--- src/rtl/neuron_layer_scheduler.sv ---
// Time-multiplexed scheduler for one fully connected layer: a single MAC path and
// one external activation unit are shared by all neurons, one result per handshake.
module neuron_layer_scheduler #(
    parameter int VOLTAGE_SIZE    = 24,
    parameter int ACTIVATION_SIZE = 54,
    parameter int BIAS_SIZE       = 6,
    parameter int INPUT_SIZE      = 8,
    parameter int WEIGHT_SIZE     = 8,
    parameter int NUM_INPUTS      = 4,
    parameter int NUM_NEURONS     = 4,
    localparam int WA_W  = (NUM_NEURONS * NUM_INPUTS > 1) ? $clog2(NUM_NEURONS * NUM_INPUTS) : 1,
    localparam int NW    = (NUM_NEURONS > 1) ? $clog2(NUM_NEURONS) : 1,
    localparam int ACC_W = VOLTAGE_SIZE - 1
) (
    input  logic                             clk,
    input  logic                             rst_n,
    input  logic                             start,
    input  logic [NUM_INPUTS*INPUT_SIZE-1:0] in_data,
    output logic                             busy,
    output logic                             done,
    output logic [WA_W-1:0]                  wt_addr,
    input  logic [WEIGHT_SIZE-1:0]           wt_data,
    output logic [NW-1:0]                    bias_addr,
    input  logic [BIAS_SIZE-1:0]             bias_data,
    output logic [ACC_W-1:0]                 act_sum,
    output logic [BIAS_SIZE-1:0]             act_bias,
    input  logic [ACTIVATION_SIZE-1:0]       act_value,
    output logic                             out_valid,
    input  logic                             out_ready,
    output logic [NW-1:0]                    out_neuron,
    output logic [ACTIVATION_SIZE-1:0]       out_value
);

    localparam int KW     = (NUM_INPUTS > 1) ? $clog2(NUM_INPUTS) : 1;
    localparam int PROD_W = INPUT_SIZE + WEIGHT_SIZE;
    localparam int SUM_W  = ((ACC_W > PROD_W) ? ACC_W : PROD_W) + 1;
    localparam logic signed [SUM_W-1:0] SUM_MAX = {{(SUM_W-ACC_W+1){1'b0}}, {(ACC_W-1){1'b1}}};
    localparam logic signed [SUM_W-1:0] SUM_MIN = {{(SUM_W-ACC_W+1){1'b1}}, {(ACC_W-1){1'b0}}};

    typedef enum logic [2:0] {S_IDLE, S_MAC, S_DRAIN, S_ACT, S_OUT} state_t;

    state_t state, state_nxt;

    logic signed [INPUT_SIZE-1:0] x_lat [NUM_INPUTS];
    logic [KW-1:0]                k;
    logic [NW-1:0]                neuron;
    logic signed [ACC_W-1:0]      acc;
    logic signed [INPUT_SIZE-1:0] x_sel;
    logic signed [PROD_W-1:0]     prod;
    logic signed [SUM_W-1:0]      sum_wide;
    logic signed [ACC_W-1:0]      acc_sat;
    logic                         last_k;
    logic                         last_neuron;

    assign last_k      = (k == KW'(NUM_INPUTS - 1));
    assign last_neuron = (neuron == NW'(NUM_NEURONS - 1));
    assign wt_addr     = WA_W'(int'(neuron) * NUM_INPUTS + int'(k));
    assign bias_addr   = neuron;
    assign out_neuron  = neuron;

    // Weight data lags its address by one cycle, so MAC pairs it with the previous
    // element; DRAIN holds k on the last element and consumes the final weight.
    always_comb begin
        // NOTE: every always_comb output gets a default first so no path can infer a latch.
        x_sel = x_lat[0];
        if (state == S_DRAIN) begin
            x_sel = x_lat[k];
        end else if (k != '0) begin
            x_sel = x_lat[k - KW'(1)];
        end
    end

    always_comb begin
        prod     = PROD_W'(x_sel) * PROD_W'($signed(wt_data));
        sum_wide = SUM_W'(acc) + SUM_W'(prod);
        acc_sat  = sum_wide[ACC_W-1:0];
        if (sum_wide > SUM_MAX) begin
            acc_sat = SUM_MAX[ACC_W-1:0];
        end else if (sum_wide < SUM_MIN) begin
            acc_sat = SUM_MIN[ACC_W-1:0];
        end
    end

    always_ff @(posedge clk or negedge rst_n) begin
        if (!rst_n) begin
            state <= S_IDLE;
        end else begin
            state <= state_nxt;
        end
    end

    always_comb begin
        state_nxt = state;
        busy      = (state != S_IDLE);
        out_valid = (state == S_OUT);
        case (state)
            S_IDLE:  if (start) state_nxt = S_MAC;
            S_MAC:   if (last_k) state_nxt = S_DRAIN;
            S_DRAIN: state_nxt = S_ACT;
            S_ACT:   state_nxt = S_OUT;
            S_OUT:   if (out_ready) state_nxt = last_neuron ? S_IDLE : S_MAC;
            default: state_nxt = S_IDLE;
        endcase
    end

    // act_sum/act_bias load on entry to ACT and then hold, so act_value has a full
    // cycle to settle before out_value samples it on the ACT->OUT edge.
    always_ff @(posedge clk or negedge rst_n) begin
        if (!rst_n) begin
            // NOTE: x_lat is a small flop array, not a RAM, so it is cleared with the rest of the state.
            for (int i = 0; i < NUM_INPUTS; i++) x_lat[i] <= '0;
            k         <= '0;
            neuron    <= '0;
            acc       <= '0;
            act_sum   <= '0;
            act_bias  <= '0;
            out_value <= '0;
            done      <= 1'b0;
        end else begin
            // NOTE: non-blocking assignments only, so every register samples pre-edge values.
            done <= 1'b0;
            case (state)
                S_IDLE: begin
                    if (start) begin
                        for (int i = 0; i < NUM_INPUTS; i++) begin
                            x_lat[i] <= in_data[i*INPUT_SIZE +: INPUT_SIZE];
                        end
                        k      <= '0;
                        neuron <= '0;
                        acc    <= '0;
                    end
                end
                S_MAC: begin
                    if (k != '0) acc <= acc_sat;
                    if (!last_k) k <= k + KW'(1);
                end
                S_DRAIN: begin
                    acc      <= acc_sat;
                    act_sum  <= acc_sat;
                    act_bias <= bias_data;
                end
                S_ACT: begin
                    out_value <= act_value;
                end
                S_OUT: begin
                    if (out_ready) begin
                        if (last_neuron) begin
                            done <= 1'b1;
                        end else begin
                            neuron <= neuron + NW'(1);
                            k      <= '0;
                            acc    <= '0;
                        end
                    end
                end
                default: ;
            endcase
        end
    end

endmodule

--- config.mk ---
export PLATFORM = sky130hd
export DESIGN_NAME = neuron_layer_scheduler
export DESIGN_NICKNAME = d
export VERILOG_FILES = /design/src/rtl/neuron_layer_scheduler.sv
export SDC_FILE = /design/constraint.sdc
export NUM_CORES = 1
export LEC_CHECK = 0
export ABC_AREA = 1
export CORE_MARGIN = 4
export CORE_UTILIZATION = 30
export DETAILED_ROUTE_END_ITERATION = 12
export GPL_ROUTABILITY_DRIVEN = 0
export PLACE_DENSITY = 0.52
export SLEW_MARGIN = 20
export SYNTH_ARGS = -nofsm -noshare
export SYNTH_HDL_FRONTEND = slang
export SYNTH_SLANG_ARGS = --single-unit
--- constraint.sdc ---
create_clock -name clk -period 10.46 [get_ports clk]
set_input_delay 1.569 -clock clk [delete_from_list [all_inputs] [get_ports clk]]
set_output_delay 1.569 -clock clk [all_outputs]
set_load 0.01 [all_outputs]
==> impl_results.md, run 1 <==
* Crit-path max FO at 33
* CTS Hold Bufs at 0
* Worst min-delay path class: reg2reg
* Post-DR vias/cell at 4.50
* CTS root buffer: clkbuf_16
* Endpoints failing setup at 0
* Hold Fails Final Rpt at 0
* CTS Sinks at 146
* Crit share post-route at 74.8%
* Ys flop type: dfrtp_1
* Slowest Stage Delay on Critical Path at 0.76 ns
* Post-synth EDFFs at 0
* Post-cts sizing count at 0
* Clock buffer depth at 2
* Outcome: finished, final reports clean
* First-pass GRT wire length at 46900 um
* Area grow syn2layout at 27.5%
* Async set-or-reset flop fraction in the synthesized netlist at 100%
* Worst-path clk slew at 0.07 ns
* Setup TNS at 0 ns
* Sequential element share of the synthesized area at 33.3%
* DR pass1 iterations at 4
* Crit start category: flip-flop
* IO Count at 198
* Initial antenna violation count at 0
* Total CTS buffers at 17
* # Post-CTS Setup Buffers at 0
* Fillcell total at 3568
* Slew Viols, Final at 0
* Synth Register Bits at 146
* Via count at 8356
* Most used cell, CP: nand2_1
* CP Buf/Inv Count at 3
* Register area at 3650 um^2
* CP max stage cell: fa_1
* Total global routing track utilization at 14.9%
* Synthesis Warnings at 0
* Crit. End Element: flip-flop
* Worst-Margin Slew at 0.852 ns
* Avg Cell Area, Syn at 9.19 um^2
* Data required, critical path at 10.78 ns
* Max-Cap Viols at 0
* Distinct cells, synth at 38
* Dominant cell type by area after synthesis: dfrtp_1
* Port Buffers at 197
* Crit Path Category: reg2reg
* Mapped Cells at 1196
* Post-Syn Area at 11000 um^2
* Rel. slew slack at 43.2%
* Placed wire-length estimate at 22600 um
* Largest net degree at the start of global routing at 89
* RSZ-0062 raised after global routing: no
* WHS at 0.481 ns
* Synth area leaders: dfrtp_1 33%, fa_1 19%, nand2_1 10%
* Worst EP arrival at 8.15 ns
* Antenna Nets Post-Route at 0
* GRT overflow at 0
* FF-to-FF setup slack at 2.63 ns
* Layout cells sized above 1 at 12.7%
* ANT cells at 0
* Mean routed wirelength per cell at 15.6 um
* Routed WL at 28900 um
* 1st-iter DRT viols at 407
* DIE WIDTH at 199 um
* Clk_skew at 0.00914 ns
* Yosys top cell area share at 33.3%
* Std cell rows at 69
* Die area at 39700 um^2
* Starting Density at 30.7%
* Die Ht at 199 um
* Area of the multi-input gates at 6500 um^2
* Fin crit period at 7.83 ns
* CTS tree: done
* Number of remaining DRC errors at 0
* Worst path top cell family by delay: adder cells
* Nets at 1646
* Peak Freq at 128 MHz
* Core box area at 35800 um^2
* Number of global-route vias before repair at 8569
* Syn Nets at 1461
* # H-tree levels at 4
* Clk_lat worst skew at 0.43 ns
## cell usage in the layout, fill, tap and decap left out, types with 3 or more instances in the layout
master / instances
a21oi_1: 45
buf_4: 7
bufinv_16: 4
clkbuf_16: 17
clkdlybuf4s50_1: 196
clkinv_4: 3
dfrtp_1: 146
fa_1: 104
ha_1: 57
inv_1: 151
inv_2: 11
inv_6: 3
mux2_2: 78
nand2_1: 302
nand2_2: 20
nand2_4: 9
nand3_1: 34
nand3_2: 6
nand4_1: 3
nor2_1: 88
nor2_2: 7
nor2_4: 3
o211ai_1: 9
o21ai_0: 47
o21bai_1: 5
xnor2_1: 5
xor2_1: 10
## registers in the layout, summed over array words and instances, names as in the netlist
signal     flops
out_value     54
x_lat         32
acc           23
act_sum       23
act_bias       6
state          3
bias_addr      2
k              2
done           1
## cell type report
| cell class | instances | share of cell area (%) |
|---|---|---|
| Timing Repair Buffer | 204 | 14.5 |
| Clock inverter | 14 | 1.44 |
| Clock buffer | 18 | 3.06 |
| Sequential cell | 146 | 26.1 |
| Multi-Input combinational cell | 848 | 46.4 |
| Inverter | 164 | 4.40 |
| Tap cell | 461 | 4.12 |
## worst register-to-register path: cells and delay by family (launching register included)
kind                     cells  cell delay (ns)
adder cells (fa/ha/maj)      7             3.65
AND/OR/NAND/NOR             12             1.85
buffers and inverters        3             0.95
AO/OA/AOI/OAI                5             0.87
flip-flops                   1             0.38
## stage by stage
step	cells	instance area (um^2)	utilization (%)	setup slack, ns
6_report	1855	14000	39.1	2.63
5_1_grt	1855	14000	39.1	1.88
4_1_cts	1855	14000	39.1	2.55
3_5_place_dp	1823	13400	37.3	2.55
3_3_place_gp	1823	13400	37.3	2.65
2_1_floorplan	1196	11000	-	3.50
## cell usage after synthesis (7+ instances only)
cell type and instances:
o21ai_0 47, inv_1 151, nor2_2 7, a21oi_1 45
o211ai_1 9, mux2_2 78, nand2_1 302, buf_2 12
buf_4 10, xor2_1 10, dfrtp_1 146, inv_2 11
ha_1 57, nor2_1 89, fa_1 104, nand3_1 35
nand2_2 20, clkbuf_1 13, nand2_4 9
## worst paths after layout
check | from | cells after the start | end
worst max-delay path | k[0] | 27 | act_sum[6]
worst min-delay path | act_bias[2] | 2 | act_bias[2]
worst max register to register | k[0] | 27 | act_sum[6]
worst min register to register | act_bias[2] | 2 | act_bias[2]
max in group asynchronous | rst_n | 2 | done
min in group asynchronous | rst_n | 1 | x_lat[13]
## metal layers
metal	part of all wire [%]	vias up	track usage, %
li1	-	4110	-
met1	48	4091	21.7
met2	45	142	21.9
met3	6.2	13	4.79
met4	0.63	0	2.87
met5	0	-	0
## cell families after synthesis
| family | count (synthesis) | synth area share (%) |
|---|---|---|
| AND/OR/NAND/NOR | 481 | 18.8 |
| multiplexers | 78 | 8.00 |
| flip-flops | 146 | 33.3 |
| adder cells (fa/ha/maj) | 161 | 25.4 |
| buffers and inverters | 202 | 7.67 |
| AO/OA/AOI/OAI | 113 | 5.67 |
| XOR/XNOR | 15 | 1.20 |
Power of run 1 is left out: the tool's default activity adds up to more than one toggle a clock period on the data nets, which glitch-free logic cannot reach.
==> run 2, diff against run 1 <==
- clock period: 10.46 -> 8 ns (I/O delays scaled with it)
==> run 2 against run 1 <==
Compared with the run above: setup slack worse by 1.9 ns; wire length up 0.15%; maximum frequency up 7.1%; sequential share of layout area up 0.11 points; sequential cell count unchanged; global-route usage up 0.083 points; clock-buffer cell count up 1; non-clock buffer count up 3; first-iteration DRC count up 15%; clock skew up 0.0044 ns; critical endpoint is now act_sum[8]; cell count up 0.11%.
==> impl_results.md, run 2 (synthesis gave the netlist of run 1 again) <==
* Crit Path Category: reg2reg
* Number of global-route vias before repair at 8802
* Die area at 39700 um^2
* Most frequent cells in the layout: 302 x nand2_1, 196 x clkdlybuf4s50_1, 151 x inv_1
* RSZ-0062 raised after global routing: no
* Outcome: finished, final reports clean
* DIE WIDTH at 199 um
* IO Count at 198
* Clk_skew at 0.0135 ns
* Regs by FF count: out_value (54), x_lat (32)
* Worst-Margin Slew at 0.868 ns
* Starting Density at 30.7%
* # Post-CTS Setup Buffers at 0
* GRT overflow at 0
* Slew Viols, Final at 0
* Port Buffers at 197
* Total global routing track utilization at 15.0%
* Placed wire-length estimate at 22700 um
* Nets at 1649
* CP max stage cell: fa_1
* Mean routed wirelength per cell at 15.6 um
* First-pass GRT wire length at 47100 um
* Layout cells sized above 1 at 12.8%
* Peak Freq at 137 MHz
* DR pass1 iterations at 5
* 1st-iter DRT viols at 468
* Die Ht at 199 um
* CTS Hold Bufs at 0
* Clock buffer depth at 2
* Number of remaining DRC errors at 0
* Antenna Nets Post-Route at 0
* Crit share post-route at 91.4%
* Hold Fails Final Rpt at 0
* Std cell rows at 69
* Via count at 8336
* Worst EP arrival at 7.63 ns
* Crit start category: flip-flop
* Initial antenna violation count at 0
* Data required, critical path at 8.32 ns
* CTS Sinks at 146
* Largest register FFs at 54
* Largest net degree at the start of global routing at 82
* Worst-path clk slew at 0.06 ns
* ANT cells at 0
* Largest reg by FF count: out_value
* Setup TNS at 0 ns
* CTS tree: done
* Core box area at 35800 um^2
* Total CTS buffers at 17
* Most used cell, CP: nand2_1
* # H-tree levels at 4
* Worst min-delay path class: reg2reg
* Rel. slew slack at 42.1%
* Routed WL at 28900 um
* Most common cell after layout, fill and taps aside: nand2_1
* Post-DR vias/cell at 4.49
* Fin crit period at 7.31 ns
* Placed Area at 13400 um^2
* Endpoints failing setup at 0
* Slowest Stage Delay on Critical Path at 0.59 ns
* Cell area after layout at 13900 um^2
* Crit-path max FO at 22
* CTS root buffer: clkbuf_16
* Clk_lat worst skew at 0.44 ns
* Max-Cap Viols at 0
* Crit. End Element: flip-flop
* Area grow syn2layout at 26.9%
* Post-cts sizing count at 0
[run 2: changes by cell type in the layout (fill, tap and decap cells not counted), sizes merged]
cell	delta
bufinv	-3
buf	+3
inv	-2
clkinvlp	+1
clkinv	+2
clkbuf	+1
[run 2: path summary, 6_finish.rpt]
check                                  end  startpoint  slack, ns  depth (start not counted)
worst min-delay path            act_sum[4]  act_sum[4]       0.49                          2
worst min register to register  act_sum[4]  act_sum[4]       0.49                          2
min in group asynchronous         x_lat[4]       rst_n       0.79                          1
worst max register to register  act_sum[8]        k[1]       0.69                         28
worst max-delay path            act_sum[8]        k[1]       0.69                         28
max in group asynchronous          acc[18]       rst_n       5.76                          2
[run 2: metal layers]
layer / global-route usage, % / wire, um / part of all wire (%)
met2: 22.2 / 13000 / 45
met1: 21.4 / 13800 / 48
met5: 0 / 0 / 0
met3: 5.26 / 1980 / 6.9
met4: 3.07 / 163 / 0.56
[run 2: per-stage QoR]
step                      utilization (%)  setup WS [ns]  std cells  hold slack, ns
after floorplan                         -           1.04       1196           0.449
after global placement               37.4          0.742       1826           0.464
after detailed placement             37.4          0.635       1826           0.464
after CTS                            38.9          0.593       1857           0.489
after global routing                 38.9         0.0193       1857           0.509
final                                38.9          0.692       1857           0.486
[run 2: cell type report]
| cell class | instances | area (um^2) |
|---|---|---|
| timing repair buffer | 207 | 2050 |
| multi-input combinational | 848 | 6500 |
| sequential | 146 | 3650 |
| clock buffer | 19 | 443 |
| clock inverter | 12 | 109 |
| tap | 461 | 577 |
| inverter | 164 | 616 |
| fill | 3633 | 21900 |
[run 2: worst max-delay path, delay by kind of cell, from the launching register on]
family                     cells  cell delay [ns]
DFF                            1             0.42
buffers and inverters          3             0.81
adders and majority gates      7             3.48
AOI/OAI and AO/OA              2             0.60
and+or+nand+nor               16             1.86
Power of run 2 is left out for the same reason.
